[src/rtl/wb_mul_pkg.sv]
// ============================================================================
// wb_mul_pkg : shared definitions for the iterative WB multiplier peripheral
// Rev 2.0    : signed mode, status register, sticky done, maskable irq
// ============================================================================
`default_nettype none

package wb_mul_pkg;

  localparam logic [7:0] ADR_MC     = 8'h00;
  localparam logic [7:0] ADR_MP     = 8'h04;
  localparam logic [7:0] ADR_P0     = 8'h08;
  localparam logic [7:0] ADR_P1     = 8'h0C;
  localparam logic [7:0] ADR_CTRL   = 8'h10;
  localparam logic [7:0] ADR_STATUS = 8'h14;

  localparam int CTRL_SIGNED_BIT = 0;
  localparam int CTRL_IRQEN_BIT  = 1;
  localparam int STATUS_BUSY_BIT = 0;
  localparam int STATUS_DONE_BIT = 1;

  localparam logic [31:0] BAD_DATA_DEFAULT = 32'hDEADBEEF;

  typedef enum logic [1:0] {
    IDLE = 2'd0,
    PREP = 2'd1,
    ITER = 2'd2,
    FIX  = 2'd3
  } eng_state_e;

  // Byte-lane merge of a bus write into an existing register value
  function automatic logic [31:0] apply_sel(input logic [31:0] old_v,
                                            input logic [31:0] new_v,
                                            input logic [3:0]  sel);
    logic [31:0] r;
    for (int i = 0; i < 4; i++)
      r[i*8 +: 8] = sel[i] ? new_v[i*8 +: 8] : old_v[i*8 +: 8];
    return r;
  endfunction

endpackage

`default_nettype wire

[src/rtl/mul_iter_core.sv]
// ============================================================================
// mul_iter_core : radix-2^BPC shift-add multiplier, magnitude + sign fix-up
// Rev 2.0       : signed operands, restartable from any state
// ============================================================================
`default_nettype none

module mul_iter_core
  import wb_mul_pkg::*;
#(
  parameter int OP_W = 32,
  parameter int BPC  = 1
) (
  input  logic              sys_clk,
  input  logic              wb_rst_i,
  input  logic              start,
  input  logic              sgn,
  input  logic [OP_W-1:0]   a,
  input  logic [OP_W-1:0]   b,
  output logic              busy,
  output logic              done,
  output logic [2*OP_W-1:0] p
);

  localparam int PW    = 2 * OP_W;
  localparam int N     = OP_W / BPC;
  localparam int CNT_W = $clog2(N);
  localparam logic [CNT_W-1:0] CNT_LAST = CNT_W'(N - 1);

  eng_state_e       state_q, state_d;
  logic [OP_W-1:0]  a_q, a_d, b_q, b_d, mplier_q, mplier_d;
  logic [PW-1:0]    acc_q, acc_d, mcand_q, mcand_d;
  logic [CNT_W-1:0] cnt_q, cnt_d;
  logic             sgn_q, sgn_d, neg_q, neg_d;
  logic [OP_W-1:0]  mag_a, mag_b;

  always_ff @(posedge sys_clk or posedge wb_rst_i) begin
    if (wb_rst_i) begin
      state_q  <= IDLE;
      a_q      <= '0;
      b_q      <= '0;
      sgn_q    <= 1'b0;
      neg_q    <= 1'b0;
      acc_q    <= '0;
      mcand_q  <= '0;
      mplier_q <= '0;
      cnt_q    <= '0;
    end else begin
      state_q  <= state_d;
      a_q      <= a_d;
      b_q      <= b_d;
      sgn_q    <= sgn_d;
      neg_q    <= neg_d;
      acc_q    <= acc_d;
      mcand_q  <= mcand_d;
      mplier_q <= mplier_d;
      cnt_q    <= cnt_d;
    end
  end

  // start wins from every state so an in-flight operation is simply abandoned
  always_comb begin
    state_d = state_q;
    if (start) begin
      state_d = PREP;
    end else begin
      case (state_q)
        PREP:    state_d = ITER;
        ITER:    state_d = (cnt_q == CNT_LAST) ? FIX : ITER;
        FIX:     state_d = IDLE;
        default: state_d = IDLE;
      endcase
    end
  end

  assign mag_a = (sgn_q & a_q[OP_W-1]) ? (~a_q + OP_W'(1)) : a_q;
  assign mag_b = (sgn_q & b_q[OP_W-1]) ? (~b_q + OP_W'(1)) : b_q;

  always_comb begin
    a_d      = a_q;
    b_d      = b_q;
    sgn_d    = sgn_q;
    neg_d    = neg_q;
    acc_d    = acc_q;
    mcand_d  = mcand_q;
    mplier_d = mplier_q;
    cnt_d    = cnt_q;
    if (start) begin
      a_d   = a;
      b_d   = b;
      sgn_d = sgn;
    end else begin
      case (state_q)
        PREP: begin
          mcand_d  = {{OP_W{1'b0}}, mag_a};
          mplier_d = mag_b;
          neg_d    = sgn_q & (a_q[OP_W-1] ^ b_q[OP_W-1]);
          acc_d    = '0;
          cnt_d    = '0;
        end
        ITER: begin
          acc_d    = acc_q + mcand_q * PW'(mplier_q[BPC-1:0]);
          mcand_d  = mcand_q << BPC;
          mplier_d = mplier_q >> BPC;
          cnt_d    = cnt_q + CNT_W'(1);
        end
        default: ;
      endcase
    end
  end

  always_comb begin
    busy = (state_q != IDLE);
    done = (state_q == FIX) & ~start;
    p    = neg_q ? (~acc_q + PW'(1)) : acc_q;
  end

endmodule

`default_nettype wire

[src/rtl/wb_mul_iter_periph.sv]
// ============================================================================
// wb_mul_iter_periph : Wishbone slave wrapper around mul_iter_core
// Rev 2.0            : CTRL/STATUS registers, held product reads, done irq
// ============================================================================
`default_nettype none

module wb_mul_iter_periph
  import wb_mul_pkg::*;
#(
  parameter int          OP_W     = 32,
  parameter int          BPC      = 1,
  parameter logic [31:0] BAD_DATA = BAD_DATA_DEFAULT
) (
  input  logic        sys_clk,
  input  logic        wb_rst_i,
  input  logic        wbs_stb_i,
  input  logic        wbs_cyc_i,
  input  logic        wbs_we_i,
  input  logic [3:0]  wbs_sel_i,
  input  logic [31:0] wbs_dat_i,
  input  logic [31:0] wbs_adr_i,
  output logic        wbs_ack_o,
  output logic [31:0] wbs_dat_o,
  output logic [2:0]  irq
);

  logic [31:0]       mc_q, mc_d, mp_q, mp_d;
  logic [1:0]        ctrl_q, ctrl_d;
  logic [63:0]       p_q, p_d, p_ext;
  logic              done_q, done_d, ack_q, ack_d, op_sgn_q, op_sgn_d;
  logic              valid, p_rd, accept, wr, start, w1c;
  logic              core_busy, core_done;
  logic [2*OP_W-1:0] core_p;
  logic [7:0]        adr;
  logic              unused_adr;

  assign adr        = wbs_adr_i[7:0];
  assign unused_adr = &{1'b0, wbs_adr_i[31:8]};
  assign valid      = wbs_stb_i & wbs_cyc_i;
  assign p_rd       = ~wbs_we_i & ((adr == ADR_P0) | (adr == ADR_P1));
  // product reads stall while the engine runs; everything else takes one cycle
  assign accept     = valid & ~ack_q & ~(p_rd & core_busy);
  assign wr         = accept & wbs_we_i;
  assign start      = wr & (adr == ADR_MP);
  assign w1c        = wr & (adr == ADR_STATUS) & wbs_sel_i[0] & wbs_dat_i[STATUS_DONE_BIT];

  mul_iter_core #(
    .OP_W (OP_W),
    .BPC  (BPC)
  ) u_core (
    .sys_clk  (sys_clk),
    .wb_rst_i (wb_rst_i),
    .start    (start),
    .sgn      (ctrl_q[CTRL_SIGNED_BIT]),
    .a        (mc_q[OP_W-1:0]),
    .b        (mp_d[OP_W-1:0]),
    .busy     (core_busy),
    .done     (core_done),
    .p        (core_p)
  );

  generate
    if (OP_W == 32) begin : g_ext_none
      assign p_ext = core_p;
    end else begin : g_ext_fill
      assign p_ext = {{(64 - 2*OP_W){op_sgn_q & core_p[2*OP_W-1]}}, core_p};
    end
  endgenerate

  always_ff @(posedge sys_clk or posedge wb_rst_i) begin
    if (wb_rst_i) begin
      mc_q     <= '0;
      mp_q     <= '0;
      ctrl_q   <= '0;
      p_q      <= '0;
      done_q   <= 1'b0;
      ack_q    <= 1'b0;
      op_sgn_q <= 1'b0;
    end else begin
      mc_q     <= mc_d;
      mp_q     <= mp_d;
      ctrl_q   <= ctrl_d;
      p_q      <= p_d;
      done_q   <= done_d;
      ack_q    <= ack_d;
      op_sgn_q <= op_sgn_d;
    end
  end

  always_comb begin
    mc_d     = mc_q;
    mp_d     = mp_q;
    ctrl_d   = ctrl_q;
    ack_d    = accept;
    op_sgn_d = start ? ctrl_q[CTRL_SIGNED_BIT] : op_sgn_q;
    p_d      = core_done ? p_ext : p_q;
    if (wr && adr == ADR_MC) mc_d = apply_sel(mc_q, wbs_dat_i, wbs_sel_i);
    if (wr && adr == ADR_MP) mp_d = apply_sel(mp_q, wbs_dat_i, wbs_sel_i);
    if (wr && adr == ADR_CTRL && wbs_sel_i[0]) ctrl_d = wbs_dat_i[1:0];
    // a new start clears done; a completion beats a same-edge W1C
    done_d = done_q;
    if (w1c)       done_d = 1'b0;
    if (core_done) done_d = 1'b1;
    if (start)     done_d = 1'b0;
  end

  always_comb begin
    case (adr)
      ADR_MC:     wbs_dat_o = mc_q;
      ADR_MP:     wbs_dat_o = mp_q;
      ADR_P0:     wbs_dat_o = p_q[31:0];
      ADR_P1:     wbs_dat_o = p_q[63:32];
      ADR_CTRL:   wbs_dat_o = {30'd0, ctrl_q};
      ADR_STATUS: wbs_dat_o = {30'd0, done_q, core_busy};
      default:    wbs_dat_o = BAD_DATA;
    endcase
  end

  assign wbs_ack_o = ack_q;
  assign irq       = {2'b00, done_q & ctrl_q[CTRL_IRQEN_BIT]};

endmodule

`default_nettype wire

[config.mk]
export PLATFORM = sky130hd
export DESIGN_NAME = wb_mul_iter_periph
export DESIGN_NICKNAME = d
export VERILOG_FILES = /design/src/rtl/wb_mul_pkg.sv /design/src/rtl/mul_iter_core.sv /design/src/rtl/wb_mul_iter_periph.sv
export SDC_FILE = /design/constraint.sdc
export NUM_CORES = 1
export LEC_CHECK = 0
export ABC_AREA = 1
export BUFFER_PORTS_ARGS = -buffer_cell sky130_fd_sc_hd__buf_2
export CAP_MARGIN = 20
export CORE_ASPECT_RATIO = 1.75
export CORE_MARGIN = 3
export CORE_UTILIZATION = 38
export DETAILED_ROUTE_END_ITERATION = 10
export SYNTH_ARGS = -nofsm -noshare
export SYNTH_HDL_FRONTEND = slang
export SYNTH_HIERARCHICAL = 1
export SYNTH_SLANG_ARGS = --single-unit
[constraint.sdc]
create_clock -name sys_clk -period 16.8 [get_ports sys_clk]
set_clock_uncertainty 0.15 [all_clocks]
set_input_delay 1.68 -clock sys_clk [delete_from_list [all_inputs] [get_ports sys_clk]]
set_output_delay 1.68 -clock sys_clk [all_outputs]
set_load 0.01 [all_outputs]
==> results.cfg <==
[synthesis]
ys_seq_area_share_pct = 35.41
synth-edff-count = 0
synth_area_sq_um = 25800
synthTopCellsByArea = dfrtp_1 (35%), nand2_1 (22%), inv_1 (9.9%), o21ai_0 (3.9%), nand3_1 (3.6%)
synth_warnings = 6
synthCells = 3983
synth_top_area_share_pct = 35.41
yosysTopAreaCell = dfrtp_1
synth_seq_cells = 365
ys.flop_type = dfrtp_1
async_flop_share_pct = 100.0
syn_avg_cell_area_sq_um = 6.477
yosysUniqueCellTypes = 54

[placement]
place_inst = 4844
hpwl_um = 73450
io_buffers = 82
pre_cts_ws_ns = 10.59
gp_congestion = 0.9956

[clock_network]
holdBufCountCts = 0
insertion_delay_ns = 0.59
cts_tree = done
h-tree-depth = 2
clkTransAtPathRegs_ns = 0.06
root_buffer = clkbuf_16
cts_resized = 0
cts-buffers-inserted = 40
clock_sinks = 365
clk_path_buf_depth = 3
postCtsSetupRepairBufs = 0

[worst_setup_path]
cp-startpoint = wbs_adr_i[7]
crit_required_ns = 14.97
critPathMaxFanout = 23
worstSetupStartpointType = input pin
r2r_setup_slack_ns = 12.16
reg2reg_depth = 14
crit_type = input pin to output pin
endpoint_kind = output pin
rr_startpoint = u_core/state_q[0]
arrival_ns = 4.02
cp-endpoint = wbs_dat_o[28]
r2r-end = u_core/mplier_q[18]

[global_route]
globalRouteMet1Util_pct = 27.69
grt_overflow = 0
grt_pass1_vias = 24510
grt_first_pass_wirelength_um = 142300
grt-busiest-layer = met2
track_usage_pct = 26.11
grt_max_degree = 119
grt_util_met2_pct = 48.91
antenna_found_initial = 1
global_route.usage.met3_pct = 2.395

[sta]
period_share_pct = 34.82
relSlewSlack_pct = 24.42
rsz0062_at_grt = false
hold_viol = 0
timing.final.ws_setup_ns = 10.95
fmax_mhz = 170.9
fin_setup_tns_ns = 0
final_max_slew_viol_count = 0
min_period_ns = 5.851
tightestPinTransition_ns = 1.134
final-setup-viol-count = 0

[layout]
post-route-util_pct = 42.27
final_nets = 4143
drive_gt1_share_pct = 6.733
final_cells = 4915
fill_cells = 7301
area_growth_pct = 9.433

[worst_hold_path]
hp-class = flip-flop to flip-flop

[drt]
vias_per_cell = 5.035
ant_nets = 0
drtIter0Drc = 1403
dr.pass1.iters = 8
post_drt_wl_per_cell_um = 19.13
vias = 24750
wl_um = 94050
remaining_drc_errors = 0

[floorplanning]
ios = 109
start_util_pct = 38.63
die_y_um = 350.7
dieWidth_um = 203.0
die-area_sq_um = 71170
coreArea_sq_um = 66780
rows = 125

[outcome]
outcome = finished clean

[power_and_ir_drop]
finalPower_mw = 4.160
cellPowerDensity_nw_per_um2 = 147.3
power.leakage_nw = 15.10
peakVddDrop_mv = 0.09322

[run]
maxCapViolations = 0
==> cell families after synthesis <==
family | Yosys count | synth area share, %
AOI/OAI and AO/OA | 533 | 11.77
xor gates and xnor gates | 80 | 2.774
adders and majority gates | 73 | 3.570
buffers and inverters | 822 | 12.49
DFF | 365 | 35.41
other | 1 | 0.01454
and+or+nand+nor | 2109 | 33.98
==> metrics by stage <==
stage                     area (sq um)  hold slack [ns]
after floorplan                  25800           0.2922
after global placement           26880           0.3041
after detailed placement         26880           0.3093
after CTS                        28230           0.3234
after global routing             28230           0.3467
final                            28230           0.3243
==> area by class of cell <==
cell class / count / area (sq um) / share of cell area (%)
clock inverters: 12 / 138.9 / 0.4920
diodes: 1 / 2.502 / 0.008864
flip-flops and latches: 365 / 9136 / 32.36
inverters: 694 / 2620 / 9.281
well taps: 889 / 1112 / 3.940
repair buffers: 99 / 550.5 / 1.950
multi-input cells: 2797 / 13460 / 47.68
clock buffers: 58 / 1209 / 4.281
==> cell usage after synthesis, types with 2 or more instances <==
library cell  count
a21boi_0          3
a21oi_1         101
buf_1            12
buf_2            38
buf_4             5
buf_6             9
clkbuf_1         64
dfrtp_1         365
ha_1             72
inv_1           678
inv_2            15
nand2_1        1511
nand2_2          12
nand2_4           4
nand3_1         185
nand3_2           7
nand3_4           2
nand3b_1          8
nand4_1          39
nand4_4           3
nor2_1          243
nor2_2           20
nor2_4           12
nor3_1           36
nor3_2            6
nor3_4            3
nor4_1            6
o2111ai_1         3
o211ai_1         29
o21ai_0         201
o21ai_1          75
o21ai_2           2
o21bai_1         19
o221ai_1         22
o22ai_1          64
o311ai_1          3
o31ai_1           3
or2_1             3
or2_2             8
xnor2_1           2
xor2_1           76
xor2_2            2
==> sequential cells by signal (all words and copies together), names as in the netlist <==
signal,cells
u_core/mplier_q,32
u_core/state_q,2
done_q,1
u_core/mcand_q,64
ctrl_q,2
u_core/acc_q,64
mc_q,32
wbs_ack_o,1
u_core/cnt_q,5
mp_q,32
u_core/neg_q,1
u_core/b_q,32
u_core/a_q,32
u_core/sgn_q,1
p_q,64
==> cell usage in the layout, fill, tap and decap left out, drive strengths merged <==
cell / count
o311ai: 4
o22ai: 64
clkinv: 7
a21oi: 102
xor2: 78
nor3: 45
diode: 1
a22o: 1
bufinv: 2
o221ai: 22
buf: 99
fa: 1
clkbuf: 58
and3: 1
o211ai: 29
nand3b: 8
nand3: 194
o31ai: 3
or2: 11
a21boi: 3
o21ai: 279
clkinvlp: 1
nor4: 6
ha: 72
dfrtp: 365
o32ai: 1
xnor2: 2
o21a: 1
o21bai: 19
nor2: 275
o2111ai: 3
a31oi: 1
o41ai: 1
nand2: 1527
conb: 2
nand4: 42
inv: 696
==> worst min-delay path by stage <==
stage                 start  endpoint  slack (ns)  cells after the start
floorplan           p_q[10]   p_q[10]        0.29                      2
global placement    p_q[28]   p_q[28]        0.30                      2
detailed placement  p_q[24]   p_q[24]        0.31                      2
CTS                 p_q[24]   p_q[24]        0.32                      2
global route        p_q[31]   p_q[31]        0.35                      2
finish              p_q[24]   p_q[24]        0.32                      2
==> critical path, stage by stage <==
cell and delay [ns]:
buf_2 0.10, inv_1 0.05, nand2_1 0.06, nor2_1 0.23, nand2_1 0.38, inv_1 0.80, a21oi_1 0.31, o211ai_1 0.18
buf_2 0.20
==> layer usage <==
layer	vias up	wire length (um)
li1	12400	-
met1	11520	34610
met2	580	49250
met3	245	3009
met4	0	7176
met5	-	0
==> report_power, final <==
group | switching (mW) | internal, mW | total, mW
registers | 0.204 | 1.10 | 1.30
clock network | 0.394 | 0.531 | 0.926
logic | 1.35 | 0.585 | 1.93
total | 1.94 | 2.22 | 4.16
Note: power is estimated with default switching activity, not from simulation.
